### config.mk
export PLATFORM = sky130hd
export DESIGN_NAME = stage_wb_mlane_flat
export DESIGN_NICKNAME = d
export VERILOG_FILES = /design/src/rtl/stage_wb_mlane_pkg.sv /design/src/rtl/hazard_interface.sv /design/src/rtl/stage_wb_mlane_load_align.sv /design/src/rtl/stage_wb_mlane.sv /design/src/flat_wrapper.sv
export SDC_FILE = /design/constraint.sdc
export NUM_CORES = 1
export LEC_CHECK = 0
export CAP_MARGIN = 20
export CELL_PAD_IN_SITES_DETAIL_PLACEMENT = 1
export CELL_PAD_IN_SITES_GLOBAL_PLACEMENT = 2
export CORE_MARGIN = 4
export CORE_UTILIZATION = 44
export CTS_BUF_LIST = sky130_fd_sc_hd__clkbuf_16
export CTS_CLUSTER_SIZE = 20
export DETAILED_ROUTE_END_ITERATION = 10
export DONT_BUFFER_PORTS = 1
export PLACE_DENSITY_LB_ADDON = 0.1
export SLEW_MARGIN = 10
export SYNTH_ARGS = -nofsm -noshare
export SYNTH_HDL_FRONTEND = slang
export SYNTH_HIERARCHICAL = 1
export SYNTH_SLANG_ARGS = --single-unit
### constraint.sdc
create_clock -name clk -period 2.7 [get_ports clk]
set_input_delay 0.27 -clock clk [delete_from_list [all_inputs] [get_ports clk]]
set_output_delay 0.27 -clock clk [all_outputs]
set_load 0.01 [all_outputs]
### src/rtl/stage_wb_mlane_pkg.sv
// stage_wb_mlane_pkg: shared control, result-select and load-size types for the multi-lane writeback stage
package stage_wb_mlane_pkg;
  localparam logic [1:0] RESULT_ALU = 2'b00;
  localparam logic [1:0] RESULT_MEM = 2'b01;
  localparam logic [1:0] RESULT_PC4 = 2'b10;
  typedef struct packed {
    logic       regwrite;
    logic [1:0] resultsrc;
  } control_signal_t;
  typedef enum logic [2:0] {
    LB  = 3'b000,
    LH  = 3'b001,
    LW  = 3'b010,
    LBU = 3'b100,
    LHU = 3'b101
  } load_size_t;
endpackage

### src/rtl/hazard_interface.sv
// hazard_interface: per-lane writeback destination/write-enable packet towards the hazard unit
interface hazard_interface #(parameter int NUM_LANES = 2);
  logic [NUM_LANES-1:0][4:0] rd_w;
  logic [NUM_LANES-1:0]      regwrite_w;
  modport requester (output rd_w, regwrite_w);
  modport hazard_unit (input rd_w, regwrite_w);
endinterface

### src/rtl/stage_wb_mlane_load_align.sv
// wb_load_align: picks the byte/halfword of an aligned load word and sign/zero extends it
module wb_load_align
  import stage_wb_mlane_pkg::*;
#(
  parameter int XLEN = 32
) (
  input  logic [2:0]      funct3,
  input  logic [1:0]      addr_lo,
  input  logic [XLEN-1:0] word,
  output logic [XLEN-1:0] data
);
  logic [7:0]  b;
  logic [15:0] h;
  always_comb begin
    b = word[{addr_lo, 3'b000} +: 8];
    h = addr_lo[1] ? word[31:16] : word[15:0];
    data = (funct3 == LB)  ? {{(XLEN-8){b[7]}}, b} :
           (funct3 == LBU) ? {{(XLEN-8){1'b0}}, b} :
           (funct3 == LH)  ? {{(XLEN-16){h[15]}}, h} :
           (funct3 == LHU) ? {{(XLEN-16){1'b0}}, h} :
                             XLEN'(word[31:0]);
  end
endmodule

### src/rtl/stage_wb_mlane.sv
// stage_wb_mlane: multi-lane MEM2->WB register stage with load extraction and same-rd arbitration
// Optional retire counter enabled by defining STAGE_WB_RETIRE_CNT_EN.
module stage_wb_mlane
  import stage_wb_mlane_pkg::*;
#(
  parameter int NUM_LANES    = 2,
  parameter int XLEN         = 32,
  parameter int RETIRE_CNT_W = 64
) (
  input  logic                                clk,
  input  logic                                start,
  input  logic                                stall_w,
  input  logic                                flush_w,
  input  logic [NUM_LANES-1:0]                valid_m2,
  input  control_signal_t [NUM_LANES-1:0]     control_signal_m2,
  input  logic [NUM_LANES-1:0][4:0]           rd_m2,
  input  logic [NUM_LANES-1:0][2:0]           funct3_m2,
  input  logic [NUM_LANES-1:0][1:0]           addr_lo_m2,
  input  logic [NUM_LANES-1:0][XLEN-1:0]      memresult_m2,
  input  logic [NUM_LANES-1:0][XLEN-1:0]      result_m2,
  output logic [NUM_LANES-1:0]                valid_w,
  output logic [NUM_LANES-1:0]                regwrite_w,
  output logic [NUM_LANES-1:0][4:0]           rd_w,
  output logic [NUM_LANES-1:0][XLEN-1:0]      result_w,
`ifdef STAGE_WB_RETIRE_CNT_EN
  output logic [RETIRE_CNT_W-1:0]             retire_cnt,
`endif
  hazard_interface.requester                  hazard_bus
);
  typedef struct packed {
    logic            valid;
    control_signal_t ctrl;
    logic [4:0]      rd;
    logic [2:0]      funct3;
    logic [1:0]      addr_lo;
    logic [XLEN-1:0] memresult;
    logic [XLEN-1:0] result;
  } wb_lane_t;
  wb_lane_t [NUM_LANES-1:0]       lane_d, lane_q;
  logic [NUM_LANES-1:0][XLEN-1:0] load_data;
  logic [NUM_LANES-1:0]           qual;
  always_comb begin
    lane_d = '0;
    for (int i = 0; i < NUM_LANES; i++)
      lane_d[i] = flush_w     ? '0 :
                  stall_w     ? lane_q[i] :
                  valid_m2[i] ? wb_lane_t'{1'b1, control_signal_m2[i], rd_m2[i], funct3_m2[i],
                                           addr_lo_m2[i], memresult_m2[i], result_m2[i]} : '0;
  end
  always_ff @(posedge clk or negedge start)
    if (!start) lane_q <= '0;
    else lane_q <= lane_d;
  for (genvar i = 0; i < NUM_LANES; i++) begin : g_lane
    wb_load_align #(.XLEN(XLEN)) u_align (
      .funct3 (lane_q[i].funct3),
      .addr_lo(lane_q[i].addr_lo),
      .word   (lane_q[i].memresult),
      .data   (load_data[i])
    );
  end
  // an older lane loses its write when any younger lane writes the same rd
  always_comb begin
    valid_w    = '0;
    rd_w       = '0;
    result_w   = '0;
    qual       = '0;
    regwrite_w = '0;
    for (int i = 0; i < NUM_LANES; i++) begin
      valid_w[i]  = lane_q[i].valid;
      rd_w[i]     = lane_q[i].rd;
      result_w[i] = (lane_q[i].ctrl.resultsrc == RESULT_MEM) ? load_data[i] : lane_q[i].result;
      qual[i]     = lane_q[i].valid & lane_q[i].ctrl.regwrite & (lane_q[i].rd != 5'd0);
    end
    for (int i = 0; i < NUM_LANES; i++) begin
      regwrite_w[i] = qual[i];
      for (int j = i + 1; j < NUM_LANES; j++)
        regwrite_w[i] = regwrite_w[i] & ~(qual[j] & (rd_w[j] == rd_w[i]));
    end
  end
  assign hazard_bus.rd_w       = rd_w;
  assign hazard_bus.regwrite_w = regwrite_w;
`ifdef STAGE_WB_RETIRE_CNT_EN
  // a bundle is counted on the edge that moves it out of W, so a stall counts it once
  logic [RETIRE_CNT_W-1:0] retire_cnt_d, retire_cnt_q;
  always_comb begin
    retire_cnt_d = retire_cnt_q;
    for (int i = 0; i < NUM_LANES; i++)
      retire_cnt_d = retire_cnt_d + RETIRE_CNT_W'(valid_w[i] & (flush_w | ~stall_w));
  end
  always_ff @(posedge clk or negedge start)
    if (!start) retire_cnt_q <= '0;
    else retire_cnt_q <= retire_cnt_d;
  assign retire_cnt = retire_cnt_q;
`endif
endmodule
### src/flat_wrapper.sv
// flat-port wrapper written by rule: the top's interface ports become plain ports
module stage_wb_mlane_flat import stage_wb_mlane_pkg::*;
#(
  parameter int NUM_LANES    = 2,
  parameter int XLEN         = 32,
  parameter int RETIRE_CNT_W = 64
)
  (clk, start, stall_w, flush_w, valid_m2, control_signal_m2, rd_m2, funct3_m2, addr_lo_m2, memresult_m2, result_m2, valid_w, regwrite_w, rd_w, result_w, hazard_bus_rd_w, hazard_bus_regwrite_w);
  hazard_interface #(.NUM_LANES(NUM_LANES)) hazard_bus_i ();
  input  logic clk;
  input  logic start;
  input  logic stall_w;
  input  logic flush_w;
  input  logic [NUM_LANES-1:0] valid_m2;
  input  control_signal_t [NUM_LANES-1:0] control_signal_m2;
  input  logic [NUM_LANES-1:0][4:0] rd_m2;
  input  logic [NUM_LANES-1:0][2:0] funct3_m2;
  input  logic [NUM_LANES-1:0][1:0] addr_lo_m2;
  input  logic [NUM_LANES-1:0][XLEN-1:0] memresult_m2;
  input  logic [NUM_LANES-1:0][XLEN-1:0] result_m2;
  output logic [NUM_LANES-1:0] valid_w;
  output logic [NUM_LANES-1:0] regwrite_w;
  output logic [NUM_LANES-1:0][4:0] rd_w;
  output logic [NUM_LANES-1:0][XLEN-1:0] result_w;
  output wire logic [$bits(hazard_bus_i.rd_w)-1:0] hazard_bus_rd_w;
  output wire logic [$bits(hazard_bus_i.regwrite_w)-1:0] hazard_bus_regwrite_w;
  assign hazard_bus_rd_w = hazard_bus_i.rd_w;
  assign hazard_bus_regwrite_w = hazard_bus_i.regwrite_w;
  stage_wb_mlane #(.NUM_LANES(NUM_LANES), .XLEN(XLEN), .RETIRE_CNT_W(RETIRE_CNT_W)) u_core (.clk(clk), .start(start), .stall_w(stall_w), .flush_w(flush_w), .valid_m2(valid_m2), .control_signal_m2(control_signal_m2), .rd_m2(rd_m2), .funct3_m2(funct3_m2), .addr_lo_m2(addr_lo_m2), .memresult_m2(memresult_m2), .result_m2(result_m2), .valid_w(valid_w), .regwrite_w(regwrite_w), .rd_w(rd_w), .result_w(result_w), .hazard_bus(hazard_bus_i));
endmodule
==> metrics.csv <==
metric;value;unit
outcome;complete, but fails checks;
violated checks;hold timing;
met3 usage;0.0508;
Final nets;962;
clock skew;0;ns
Rel. slew slack;0.417;
Async SR Flop Fraction;1.00;
Fin Setup TNS;0;ns
worst path cell trace;buf_6, inv_1, a21o_1, a221o_1, mux2_2;
synth warn;6;
Mapped Cells;712;
Initial Util;0.448;
Vias/cell;6.32;
worst r2r src;u_core/lane_q[145];
Worst EP required;2.43;ns
Max VDD drop;0.391;mV
Std-Cell Rows;50;
CTS HTree Levels;4;
Pleak;4.91;nW
commonest non-fill, non-tap cells in the layout;168 x a22o_1, 154 x dfrtp_1, 154 x dlygate4sd3_1;
met1 Use GR;0.287;
CP Launch Point;u_core/lane_q[65];
Iter 0 DRT Violations;499;
mux contribution to synthesized area;0.115;
gr usage total;0.248;
DRC;0;
Ant. Diodes;0;
setup bufs post-CTS;0;
largest net degree at the start of global routing;157;
Main synth FF type;dfrtp_1;
Hold Crit Class;primary input to async pin;
Fmax achieved;383;MHz
simple-gate share of the synthesized area;0.109;
met2 Use GR;0.456;
final worst-path cycle share;0.968;
I/O Pins;250;
syn nets;872;
register area share after synthesis;0.466;
final wirelength;26700;microns
adder-cell share of the synthesized area;0;
Worst Path Max Fanout;32;
Finished Core Util;0.555;
Routed WL per cell;25.5;microns
Max Cap Viol;0;
endpoint class of the critical path;output port;
DP HPWL;17000;microns
Synth Area in XOR/XNOR;0.00523;
Die Y;146;microns
Syn Area/Cell;11.8;sq um
Synth Cell Area;8380;sq um
PwrDens;530;nW/um^2
most common cell after layout, fill and taps aside;a22o_1;
max incr delay on CP;0.43;ns
slowest CP cell;dfrtp_1;
Period minus WS final;2.61;ns
Setup CP Type;flip-flop to output port;
Yosys reg bits;156;
Die Span X;146;microns
Clock Latency Late Sink;0.43;ns
vias in the first global route;7229;
final hold slack;-0.461;ns
GRT busiest layer;met2;
cts hold-fix bufs;154;
crit path DAT;2.34;ns
Core Area;18700;sq um
DP Area;8270;sq um
Worst-Margin Slew;0.874;ns
Worst-path clk slew;0.06;ns
CTS max path bufs;2;
Max Slew Vio Count;0;
global-route wire length before repair;42300;microns
Distinct cells, synth;33;
initial antenna violation count;0;
Startpoint Class;flip-flop;
final setup vio count;0;
vias;6623;
IO buf count;0;
Routed Antenna Nets;0;
endpoints failing hold;156;
Buf/Inv on CP;2;
share of cells above drive strength 1;0.162;
Synth Area in Compound Gates;0.233;
number of synthesized flops with an enable pin;0;
total CTS buffers;17;
TritonCTS Sinks;156;
Root Buffer;clkbuf_16;
Crit path max-delay family;compound AO/OA/AOI/OAI gates;
main combinational cell family by area after synthesis;compound AO/OA/AOI/OAI gates;
Area Growth Syn to Fin;23.9;%
fin area;10400;sq um
TritonCTS clock tree;yes;
number of cells on the critical path;5;
die area;21300;sq um
GPL Wtd Cong;0.819;
RSZ-0062 raised after global routing;no;
DR pass1 iterations;5;
path depth of the worst reg2reg path;2;
grt total ovfl;0;
sequential cells by signal, summed over array words and instances (netlist names):
name and flops:
u_core/hazard_bus.rd_w 10, u_core/lane_q 144, u_core/valid_w 2
routing by layer:
metal | wire (microns) | up-vias
li1 | - | 2931
met1 | 10500 | 3457
met2 | 14500 | 197
met3 | 1190 | 38
met4 | 591 | 0
met5 | 0 | -
through the flow:
stage | total power, W | setup WS (ns) | instances
2_1_floorplan | 0.00292 | 0.678 | 712
3_3_place_gp | 0.00300 | 0.488 | 863
3_5_place_dp | 0.00302 | 0.414 | 863
4_1_cts | 0.00554 | 0.0503 | 1048
5_1_grt | 0.00572 | 0.0000344 | 1048
6_report | 0.00550 | 0.0873 | 1048
Yosys cell counts (all sizes together), types with 3 or more instances:
library cell,n,share of area
nand3,46,0.039
mux2,80,0.11
a221o,30,0.036
or4,3,0.0027
xor2,5,0.0052
dfrtp,156,0.47
a22o,168,0.18
a21o,4,0.0036
nand3b,16,0.014
nor2b,5,0.0037
or4b,14,0.017
a31oi,15,0.011
clkbuf,22,0.0099
buf,81,0.061
nor3b,6,0.0078
nand2,34,0.015
nor3,5,0.0030
nor2,5,0.0022
worst paths after layout:
kind,end,slack (ns)
min in group clk,u_core/lane_q[108],0.44
max in group asynchronous,u_core/lane_q[143],2.97
worst min-delay path,u_core/lane_q[10],-0.46
worst min register to register,u_core/lane_q[30],0.50
worst max-delay path,result_w[6],0.09
worst max register to register,u_core/lane_q[145],1.55
where the power goes:
group / internal (W) / switching [W] / leakage [nW]
registers: 0.00243 / 0.000105 / 2.12
clock network: 0.00134 / 0.000977 / 0.280
logic: 0.000349 / 0.000304 / 2.51
total: 0.00412 / 0.00139 / 4.91
cell families (layout without fill, tap and decap cells):
logic type / count (synthesis) / in the layout
compound gates: 223 / 223
xor+xnor: 5 / 5
buf+inv: 105 / 207
flops: 156 / 156
mux: 84 / 84
simple gates: 139 / 139
what timing repair did:
| item | 4_1_cts | 5_1_grt |
|---|---|---|
| hold endpoints to repair | 310 | 156 |
| setup endpoints to repair | 8 | 10 |
| gates resized for setup | 2 | 3 |
cell type report:
class                   instances  area [sq um]
clock inverters                14           131
repair buffers                174          1710
clock buffers                  17           425
fillers                      1857          8320
inverters                       2          7.51
well taps                     234           293
flip-flops and latches        156          3910
multi-input cells             451          3910
(Power assumes the default switching activity.)
